File: src/rtl/ncc_peak_finder_if.sv
// Handshake bundle between the NCC PE grid, ncc_peak_finder and the match logic.
// PEAK_THRESH_EN adds the thresh input and the res_found flag.
interface ncc_peak_finder_if #(
  parameter int NUM_ROWS = 16,
  parameter int ACC_W    = 8,
  parameter int SCAN_W   = 625,
  parameter int SCAN_H   = 465
);
  localparam int SCORE_W = ACC_W + $clog2(NUM_ROWS);
  localparam int X_W     = $clog2(SCAN_W);
  localparam int Y_W     = $clog2(SCAN_H);

  logic                       start;
  logic [NUM_ROWS*ACC_W-1:0]  acc_in;
  logic                       acc_valid;
  logic                       acc_ready;
  logic                       busy;
  logic                       res_valid;
  logic                       res_ready;
  logic signed [SCORE_W-1:0]  res_score;
  logic [X_W-1:0]             res_x;
  logic [Y_W-1:0]             res_y;
`ifdef PEAK_THRESH_EN
  logic signed [SCORE_W-1:0]  thresh;
  logic                       res_found;
`endif

  modport master (
    output start, acc_in, acc_valid, res_ready,
`ifdef PEAK_THRESH_EN
    output thresh,
    input  res_found,
`endif
    input  acc_ready, busy, res_valid, res_score, res_x, res_y
  );

  modport slave (
    input  start, acc_in, acc_valid, res_ready,
`ifdef PEAK_THRESH_EN
    input  thresh,
    output res_found,
`endif
    output acc_ready, busy, res_valid, res_score, res_x, res_y
  );
endinterface

File: src/rtl/ncc_peak_finder.sv
// Reduces each PE-grid beat to a correlation score and reports the raster position of the scan maximum.
// Optional feature macro PEAK_THRESH_EN: registers res_found = (best > thresh) when the result is produced.
module ncc_peak_finder #(
  parameter int NUM_ROWS = 16,
  parameter int ACC_W    = 8,
  parameter int SCAN_W   = 625,
  parameter int SCAN_H   = 465
) (
  input  logic                 clk,
  input  logic                 rst,
  ncc_peak_finder_if.slave     bus
);
  localparam int SCORE_W    = ACC_W + $clog2(NUM_ROWS);
  localparam int X_W        = $clog2(SCAN_W);
  localparam int Y_W        = $clog2(SCAN_H);
  localparam int GROUPS     = 4;
  localparam int ROWS_PER_G = NUM_ROWS / GROUPS;

  localparam logic [X_W-1:0] X_LAST = X_W'(SCAN_W - 1);
  localparam logic [Y_W-1:0] Y_LAST = Y_W'(SCAN_H - 1);
  localparam logic signed [SCORE_W-1:0] SCORE_MIN = {1'b1, {(SCORE_W-1){1'b0}}};

  typedef enum logic [1:0] {IDLE, SCAN, DONE} state_t;

  state_t state, state_n;
  logic   acc_ready_c, busy_c, res_valid_c;
  logic   accept, pipe_empty, enter_done, scan_start;

  logic [X_W-1:0] x_cnt;
  logic [Y_W-1:0] y_cnt;
  logic           last_seen;

  logic signed [SCORE_W-1:0] psum_p1 [GROUPS];
  logic [X_W-1:0]            x_p1, x_p2, best_x_p3;
  logic [Y_W-1:0]            y_p1, y_p2, best_y_p3;
  logic signed [SCORE_W-1:0] score_p2, best_p3;
  logic                      vld_p1, vld_p2, vld_p3;

  logic signed [SCORE_W-1:0] res_score_r;
  logic [X_W-1:0]            res_x_r;
  logic [Y_W-1:0]            res_y_r;

  // Sign-extends ROWS_PER_G lanes of group g to SCORE_W and adds them.
  function automatic logic signed [SCORE_W-1:0] group_sum(
    input logic [NUM_ROWS*ACC_W-1:0] lanes,
    input int                        g
  );
    logic signed [SCORE_W-1:0] s;
    logic [ACC_W-1:0]          a;
    s = '0;
    for (int r = 0; r < ROWS_PER_G; r++) begin
      a = lanes[(g*ROWS_PER_G + r)*ACC_W +: ACC_W];
      s = s + {{(SCORE_W-ACC_W){a[ACC_W-1]}}, a};
    end
    return s;
  endfunction

  assign accept     = bus.acc_valid && acc_ready_c;
  assign pipe_empty = !(vld_p1 || vld_p2 || vld_p3);
  assign scan_start = (state == IDLE) && bus.start;
  assign enter_done = (state == SCAN) && (state_n == DONE);

  always_ff @(posedge clk) begin
    if (rst) state <= IDLE;
    else     state <= state_n;
  end

  always_comb begin
    state_n     = state;
    acc_ready_c = 1'b0;
    busy_c      = 1'b1;
    res_valid_c = 1'b0;
    unique case (state)
      IDLE: begin
        busy_c = 1'b0;
        if (bus.start) state_n = SCAN;
      end
      SCAN: begin
        acc_ready_c = !last_seen;
        if (last_seen && pipe_empty) state_n = DONE;
      end
      DONE: begin
        res_valid_c = 1'b1;
        if (bus.res_ready) state_n = IDLE;
      end
      default: state_n = IDLE;
    endcase
  end

  assign bus.acc_ready = acc_ready_c;
  assign bus.busy      = busy_c;
  assign bus.res_valid = res_valid_c;
  assign bus.res_score = res_score_r;
  assign bus.res_x     = res_x_r;
  assign bus.res_y     = res_y_r;

  // Raster position counters and pipeline valids
  always_ff @(posedge clk) begin
    if (rst) begin
      x_cnt     <= '0;
      y_cnt     <= '0;
      last_seen <= 1'b0;
      vld_p1    <= 1'b0;
      vld_p2    <= 1'b0;
      vld_p3    <= 1'b0;
    end else begin
      vld_p1 <= accept;
      vld_p2 <= vld_p1;
      vld_p3 <= vld_p2;
      if (scan_start) begin
        x_cnt     <= '0;
        y_cnt     <= '0;
        last_seen <= 1'b0;
      end else if (accept) begin
        if (x_cnt == X_LAST) begin
          x_cnt <= '0;
          y_cnt <= y_cnt + Y_W'(1);
        end else begin
          x_cnt <= x_cnt + X_W'(1);
        end
        if (x_cnt == X_LAST && y_cnt == Y_LAST) last_seen <= 1'b1;
      end
    end
  end

  // P1: four partial sums, captured only on an accepted beat
  always_ff @(posedge clk) begin
    if (accept) begin
      for (int g = 0; g < GROUPS; g++) psum_p1[g] <= group_sum(bus.acc_in, g);
      x_p1 <= x_cnt;
      y_p1 <= y_cnt;
    end
  end

  // P2: full score
  always_ff @(posedge clk) begin
    score_p2 <= psum_p1[0] + psum_p1[1] + psum_p1[2] + psum_p1[3];
    x_p2     <= x_p1;
    y_p2     <= y_p1;
  end

  // P3: running maximum; strict compare keeps the earliest position on ties
  always_ff @(posedge clk) begin
    if (scan_start) begin
      best_p3   <= SCORE_MIN;
      best_x_p3 <= '0;
      best_y_p3 <= '0;
    end else if (vld_p2 && (score_p2 > best_p3)) begin
      best_p3   <= score_p2;
      best_x_p3 <= x_p2;
      best_y_p3 <= y_p2;
    end
  end

  // Result registers, loaded on entry to DONE and held until the next one
  always_ff @(posedge clk) begin
    if (rst) begin
      res_score_r <= '0;
      res_x_r     <= '0;
      res_y_r     <= '0;
    end else if (enter_done) begin
      res_score_r <= best_p3;
      res_x_r     <= best_x_p3;
      res_y_r     <= best_y_p3;
    end
  end

`ifdef PEAK_THRESH_EN
  logic res_found_r;
  always_ff @(posedge clk) begin
    if (rst)             res_found_r <= 1'b0;
    else if (enter_done) res_found_r <= (best_p3 > bus.thresh);
  end
  assign bus.res_found = res_found_r;
`endif
endmodule

File: src/flat_wrapper.sv
// flat-port wrapper written by rule: the top's interface ports become plain ports
module ncc_peak_finder_flat 
#(
  parameter int NUM_ROWS = 16,
  parameter int ACC_W    = 8,
  parameter int SCAN_W   = 625,
  parameter int SCAN_H   = 465
)
  (clk, rst, bus_start, bus_acc_in, bus_acc_valid, bus_res_ready, bus_acc_ready, bus_busy, bus_res_valid, bus_res_score, bus_res_x, bus_res_y);
  ncc_peak_finder_if #(.NUM_ROWS(NUM_ROWS), .ACC_W(ACC_W), .SCAN_W(SCAN_W), .SCAN_H(SCAN_H)) bus_i ();
  input  logic clk;
  input  logic rst;
  input wire logic [$bits(bus_i.start)-1:0] bus_start;
  input wire logic [$bits(bus_i.acc_in)-1:0] bus_acc_in;
  input wire logic [$bits(bus_i.acc_valid)-1:0] bus_acc_valid;
  input wire logic [$bits(bus_i.res_ready)-1:0] bus_res_ready;
  output wire logic [$bits(bus_i.acc_ready)-1:0] bus_acc_ready;
  output wire logic [$bits(bus_i.busy)-1:0] bus_busy;
  output wire logic [$bits(bus_i.res_valid)-1:0] bus_res_valid;
  output wire logic [$bits(bus_i.res_score)-1:0] bus_res_score;
  output wire logic [$bits(bus_i.res_x)-1:0] bus_res_x;
  output wire logic [$bits(bus_i.res_y)-1:0] bus_res_y;
  assign bus_i.start = bus_start;
  assign bus_i.acc_in = bus_acc_in;
  assign bus_i.acc_valid = bus_acc_valid;
  assign bus_i.res_ready = bus_res_ready;
  assign bus_acc_ready = bus_i.acc_ready;
  assign bus_busy = bus_i.busy;
  assign bus_res_valid = bus_i.res_valid;
  assign bus_res_score = bus_i.res_score;
  assign bus_res_x = bus_i.res_x;
  assign bus_res_y = bus_i.res_y;
  ncc_peak_finder #(.NUM_ROWS(NUM_ROWS), .ACC_W(ACC_W), .SCAN_W(SCAN_W), .SCAN_H(SCAN_H)) u_core (.clk(clk), .rst(rst), .bus(bus_i));
endmodule
File: config.mk
export PLATFORM = sky130hd
export DESIGN_NAME = ncc_peak_finder_flat
export DESIGN_NICKNAME = d
export VERILOG_FILES = /design/src/rtl/ncc_peak_finder_if.sv /design/src/rtl/ncc_peak_finder.sv /design/src/flat_wrapper.sv
export SDC_FILE = /design/constraint.sdc
export NUM_CORES = 1
export LEC_CHECK = 0
export ABC_AREA = 1
export ABC_CLOCK_PERIOD_IN_PS = 8950
export CAP_MARGIN = 10
export CORE_MARGIN = 5
export CORE_UTILIZATION = 55
export CTS_BUF_LIST = sky130_fd_sc_hd__clkbuf_16
export DETAILED_ROUTE_END_ITERATION = 10
export PLACE_DENSITY = 0.86
export SYNTH_ARGS = -nofsm -noshare
export SYNTH_HDL_FRONTEND = slang
export SYNTH_SLANG_ARGS = --single-unit
File: constraint.sdc
create_clock -name clk -period 8.95 [get_ports clk]
set_clock_uncertainty 0.1 [all_clocks]
set_input_delay 0.895 -clock clk [delete_from_list [all_inputs] [get_ports clk]]
set_output_delay 0.895 -clock clk [all_outputs]
set_load 0.01 [all_outputs]
Yosys cells after proc, flatten, opt, wreduce, memory -nomap -nowiden:

Memories as Yosys holds them, arrays and structs flattened.
Cells that the tools add are included.
Widths: inputs -> output; s select.

* flip-flop bits (word level): 137
* word-level logic and storage cells: 66
* memories: 1
* memory bits (writable): 48
* output and inout port bits: 34

Memory list
* u_core.psum_p1: depth 4, width 12, read ports 4, clocked after memory_dff 0, write ports 4, line ncc_peak_finder.sv:33 `logic signed [SCORE_W-1:0] psum_p1 [GROUPS];`

* $lt $le $gt $ge: 1
* mux-type cells: 10
* reduce and logical (&&, ||, !) cells: 14
* add/subtract/negate cells: 17
* eq/ne operators: 5

Operators by type and width (count)
* $add 12x12->12: 11
* $add 8x8->9: 4
* $gt 12x12->1: 1
* $add 10x1->10 const B: 1
* $eq 10x10->1 const B: 1
* $mux 10: 1
* $add 9x1->9 const B: 1
* $eq 9x9->1 const B: 1
* $logic_and 1x1->1: 6
* $mux 2: 3
* $pmux 2 s3: 1
* $mux 1: 5
* $eq 2x2->1 const B: 2
* $reduce_and 2->1: 2
* $eq 2x1->1 const B: 1
* $logic_not 1->1: 2
* $logic_not 2->1: 1
* $logic_or 1x1->1: 2
* $reduce_or 2->1: 1

Depth between registers and ports, before layout:

* depth after elaboration: 8
* mapped depth: 17

Least setup slack after synthesis:

Ideal clock, no wire load.

* path kind: input to register
* start: input bus_acc_in[96]
* end: memory u_core.psum_p1[3][11] (netlist name) (data pin)
* stages on the path: 16
* slack: 5.039 ns
* arrival time: 3.547 ns
* setup time: 0.264 ns
* path through: ha_1 -> inv_1 -> fa_1 -> o21ai_0 -> a21oi_1 -> o21bai_1 -> xor2_1 -> fa_1 -> ha_1 -> nand2_1 -> inv_1 -> a21oi_1 -> o21ai_0 -> nor2_1 -> nand2_1 -> o21ai_0

RTL lines
* from (decl): line flat_wrapper.sv:14 `input wire logic [$bits(bus_i.acc_in)-1:0] bus_acc_in;`
* to (decl): line ncc_peak_finder.sv:33

==> impl_results.md <==
* Flops & latches, synth at ~190
* Setup violators final at 0
* Worst-Skew Late Latency at between 0.4 and 0.5 ns
* Antenna Cells at 0
* Critical path launch point type: input pin
* Syn Nets at 1,620
* Gpl congestion at approximately 0.9
* Final ANT Viol Nets at 0
* Sw Pwr at between 1000 and 1500 uW
* Initial antenna violation count at 0
* Most frequent CP cell: inv_1
* Gate count after technology mapping at around 1,300
* Post-CTS Hold Buffers at 0
* Reg power frac at 34.1%
* Initial Utilization at 56.3%
* Placed cells at approximately 1,700
* Post-Layout Cell Count at between 1,500 and 2,000
* Crit-path slowest cell: clkdlybuf4s50_1
* Clock tree buffer depth at 2
* CP max FO at 6
* Area growth syn-to-layout at 21.8%
* Max incr delay on CP at 0.46 ns
* Synth area leader: dfxtp_1
* Fmax achieved at around 0.23 GHz
* Clock power share at 23.8%
* Worst reg-to-reg path cell count at 12
* DR WL/cell at between 10 and 15 um
* RSZ-0062 raised after global routing: no
* HP Class: reg2reg
* Sw frac at 36.4%
* Leak at 0.00627 uW
* Post-synth top area share at 20.6%
* Shortest period the worst path allows at roughly 4.3 ns
* # DRC at 0
* Via-to-Cell Ratio at 5.10
* Post-cts resize count at 0
* Syn avg cell area at about 8.7 um^2
* # IOs at ~170
* Kind of critical path: in2reg
* Hold Path Stages at 0
* CP arrival at 4.41 ns
* Fillcell total at 1,501
* Dpl hpwl at around 19,000 um
* # H-tree levels at 4
* Crit. path cell count at 17
* Sequential share of the synthesized area at a little under two fifths
* CTS tree: yes
* DRT Pass-1 Iters at 5
* Clock root buffer: clkbuf_16
* Final Cycle Share at around half
* Sequence of cells on the critical path: clkdlybuf4s50_1 -> ha_1 -> inv_1 -> fa_1 -> o21ai_0 -> a21oi_1 -> o21bai_1 -> nand2_1 -> a21boi_0 -> fa_1 -> inv_1 -> ha_1 -> inv_1 -> nor3_1 -> nand3_1 -> nand4_1 -> xor2_1
* Internal at 1950 uW
* Worst-margin pin slew at around 1.1 ns
* Worst Path Required at approximately 9.0 ns
* Ys flop type: dfxtp_1
* Critical path's top delay family: adder cells
* # nets final at approximately 1,800
* Max-Cap Viols at 0
* Most frequent cell after synthesis: inv_1
* Die area at 23,800 um^2
* Slew Limit Fails at 0
* Grt total ovfl at 0
* CTS Sinks at between 150 and 200
* Crit path buf inv count at 4
* CTS Buf Count at 17
* Post-synth ARST share at 0%
* Power share of the combinational group at between 40% and 50%
* Layout cells sized above 1 at under 10%
* Post-CTS Setup Inserts at 0
* Die height at 154 um
* Final Hold Vio Count at 0
* Unique cell type count in the Yosys netlist at 33
* Std cell rows at 52
* EDFF count, synth at 67
* Core area at 20,400 um^2
* Status: complete, no violations
* Drt total wl at 23,300 um
* Via count at between 9,000 and 10,000
* Worst vdd ir at roughly 0.00017 V
* Mapped cell area at ~11,000 um^2
* Post-synth top cells: inv_1, nand2_1, dfxtp_1, a21oi_1, ha_1
* Relative slew slack at between 20% and 30%
* Port Buf Inserts at approximately 170
* Syn. warnings at 0
* CP Capture Type: flip-flop
* TNS Setup at 0 ns
* Largest net degree at the start of global routing at 73
* Die span in x at ~150 um
* Vias in the first global route at 8,910
* First-pass GRT wire length at a little under 40,000 um
* Clk slew on worst S/H paths at about 0.070 ns
* 1st-iter DRT viols at between 400 and 500
* Pwr Density at 220 nW/um^2
* GRT Overall Usage at approximately a fifth
* Synth top area cells: dfxtp_1, edfxtp_1, fa_1
==> layout by cell type (no fill, tap or decap), types with 3 or more instances in the layout <==
cell type | netlist | final
ha_1 | 95 | 95
nor3_1 | 18 | 18
nor2_1 | 71 | 71
o21bai_1 | 4 | 4
a21boi_0 | 4 | 4
clkbuf_16 | 0 | 19
inv_1 | 277 | 276
edfxtp_1 | 67 | 67
inv_2 | 1 | 3
fa_1 | 66 | 66
xnor2_1 | 16 | 16
clkinv_4 | 0 | 3
dfxtp_1 | 118 | 118
o21ai_0 | 30 | 30
nand4_1 | 47 | 47
o211ai_1 | 6 | 6
clkdlybuf4s50_1 | 0 | 166
xor2_1 | 50 | 50
nand2_1 | 228 | 228
inv_6 | 0 | 3
a21oi_1 | 103 | 103
a21o_1 | 7 | 7
nand3_1 | 73 | 73
buf_4 | 0 | 4
==> registers in the layout (all words and copies together) (netlist names) <==
name	flops
u_core.psum_p1	48
u_core.best_p3	12
u_core.bus.res_score	12
u_core.score_p2	12
u_core.best_x_p3	10
u_core.bus.res_x	10
u_core.x_cnt	10
u_core.x_p1	10
u_core.x_p2	10
u_core.best_y_p3	9
u_core.bus.res_y	9
u_core.y_cnt	9
u_core.y_p1	9
u_core.y_p2	9
u_core.state	2
u_core.last_seen	1
u_core.vld_p1	1
u_core.vld_p2	1
u_core.vld_p3	1
==> routing by layer <==
metal	vias to the layer above	track usage, %	wire [um]
li1	4564	-	-
met5	-	0	0
met3	44	4.16	1370
met4	0	5.72	487
met1	4146	24.0	9710
met2	265	35.7	11700
==> worst reg2reg max path, cell delays in order, from the launching register on <==
cell     delay (ns)
dfxtp_1        0.36
inv_1          0.06
ha_1           0.31
nand2_1        0.09
inv_1          0.05
nand2_1        0.07
nor2_1         0.07
nand2_1        0.09
nand3_1        0.07
nand2_1        0.71
nand3_1        1.06
nand2_1        0.29
nand3_1        0.09
==> layout make-up <==
type | instances | area, um^2 | share of cell area (%)
Multi-Input combinational cell | 834 | 5940 | 42.5
Sequential cell | 185 | 4370 | 31.3
Inverter | 278 | 1040 | 7.47
Tap cell | 270 | 338 | 2.42
Clock inverter | 12 | 109 | 0.779
Timing Repair Buffer | 170 | 1690 | 12.1
Clock buffer | 19 | 475 | 3.40
==> path summary, 6_finish.rpt <==
check	startpoint	end	slack [ns]
setup / recovery	bus_acc_in[96]	u_core.psum_p1[3][10]$_DFFE_PP_	4.62
hold / removal	u_core.y_p1[3]$_DFFE_PP_	u_core.y_p2[3]$_DFF_P_	0.24
setup reg to reg	u_core.best_p3[11]$_SDFFE_PP1P_	u_core.best_p3[11]$_SDFFE_PP1P_	5.37
hold reg to reg	u_core.y_p1[3]$_DFFE_PP_	u_core.y_p2[3]$_DFF_P_	0.24
==> power by group through the flow <==
stage / combinational [uW] / clock (uW) / sequential (uW)
floorplan: 960 / 0 / 1050
CTS: 1290 / 739 / 1050
global placement: 1220 / 0 / 1060
detailed placement: 1280 / 0 / 1060
global route: 1470 / 781 / 1050
finish: 1290 / 732 / 1050
==> kinds of logic after synthesis <==
logic type,synth area share [%]
and+or+nand+nor,17.2
adders and majority gates,21.9
buffers and inverters,10.2
xor gates and xnor gates,5.04
AOI/OAI and AO/OA,7.57
DFF,38.1
==> through the flow <==
| stage | utilization (%) | power (uW) | setup WS [ns] | cell area, um^2 | hold WS, ns |
|---|---|---|---|---|---|
| CTS | 68.6 | 3080 | 4.67 | 14000 | 0.239 |
| floorplan | - | 2010 | 5.04 | 11500 | 0.223 |
| global route | 68.6 | 3310 | 4.14 | 14000 | 0.242 |
| detailed placement | 65.7 | 2340 | 4.22 | 13400 | 0.227 |
| global placement | 65.7 | 2270 | 4.36 | 13400 | 0.225 |
| finish | 68.6 | 3070 | 4.62 | 14000 | 0.238 |
Note: power is estimated with default switching activity, not from simulation.
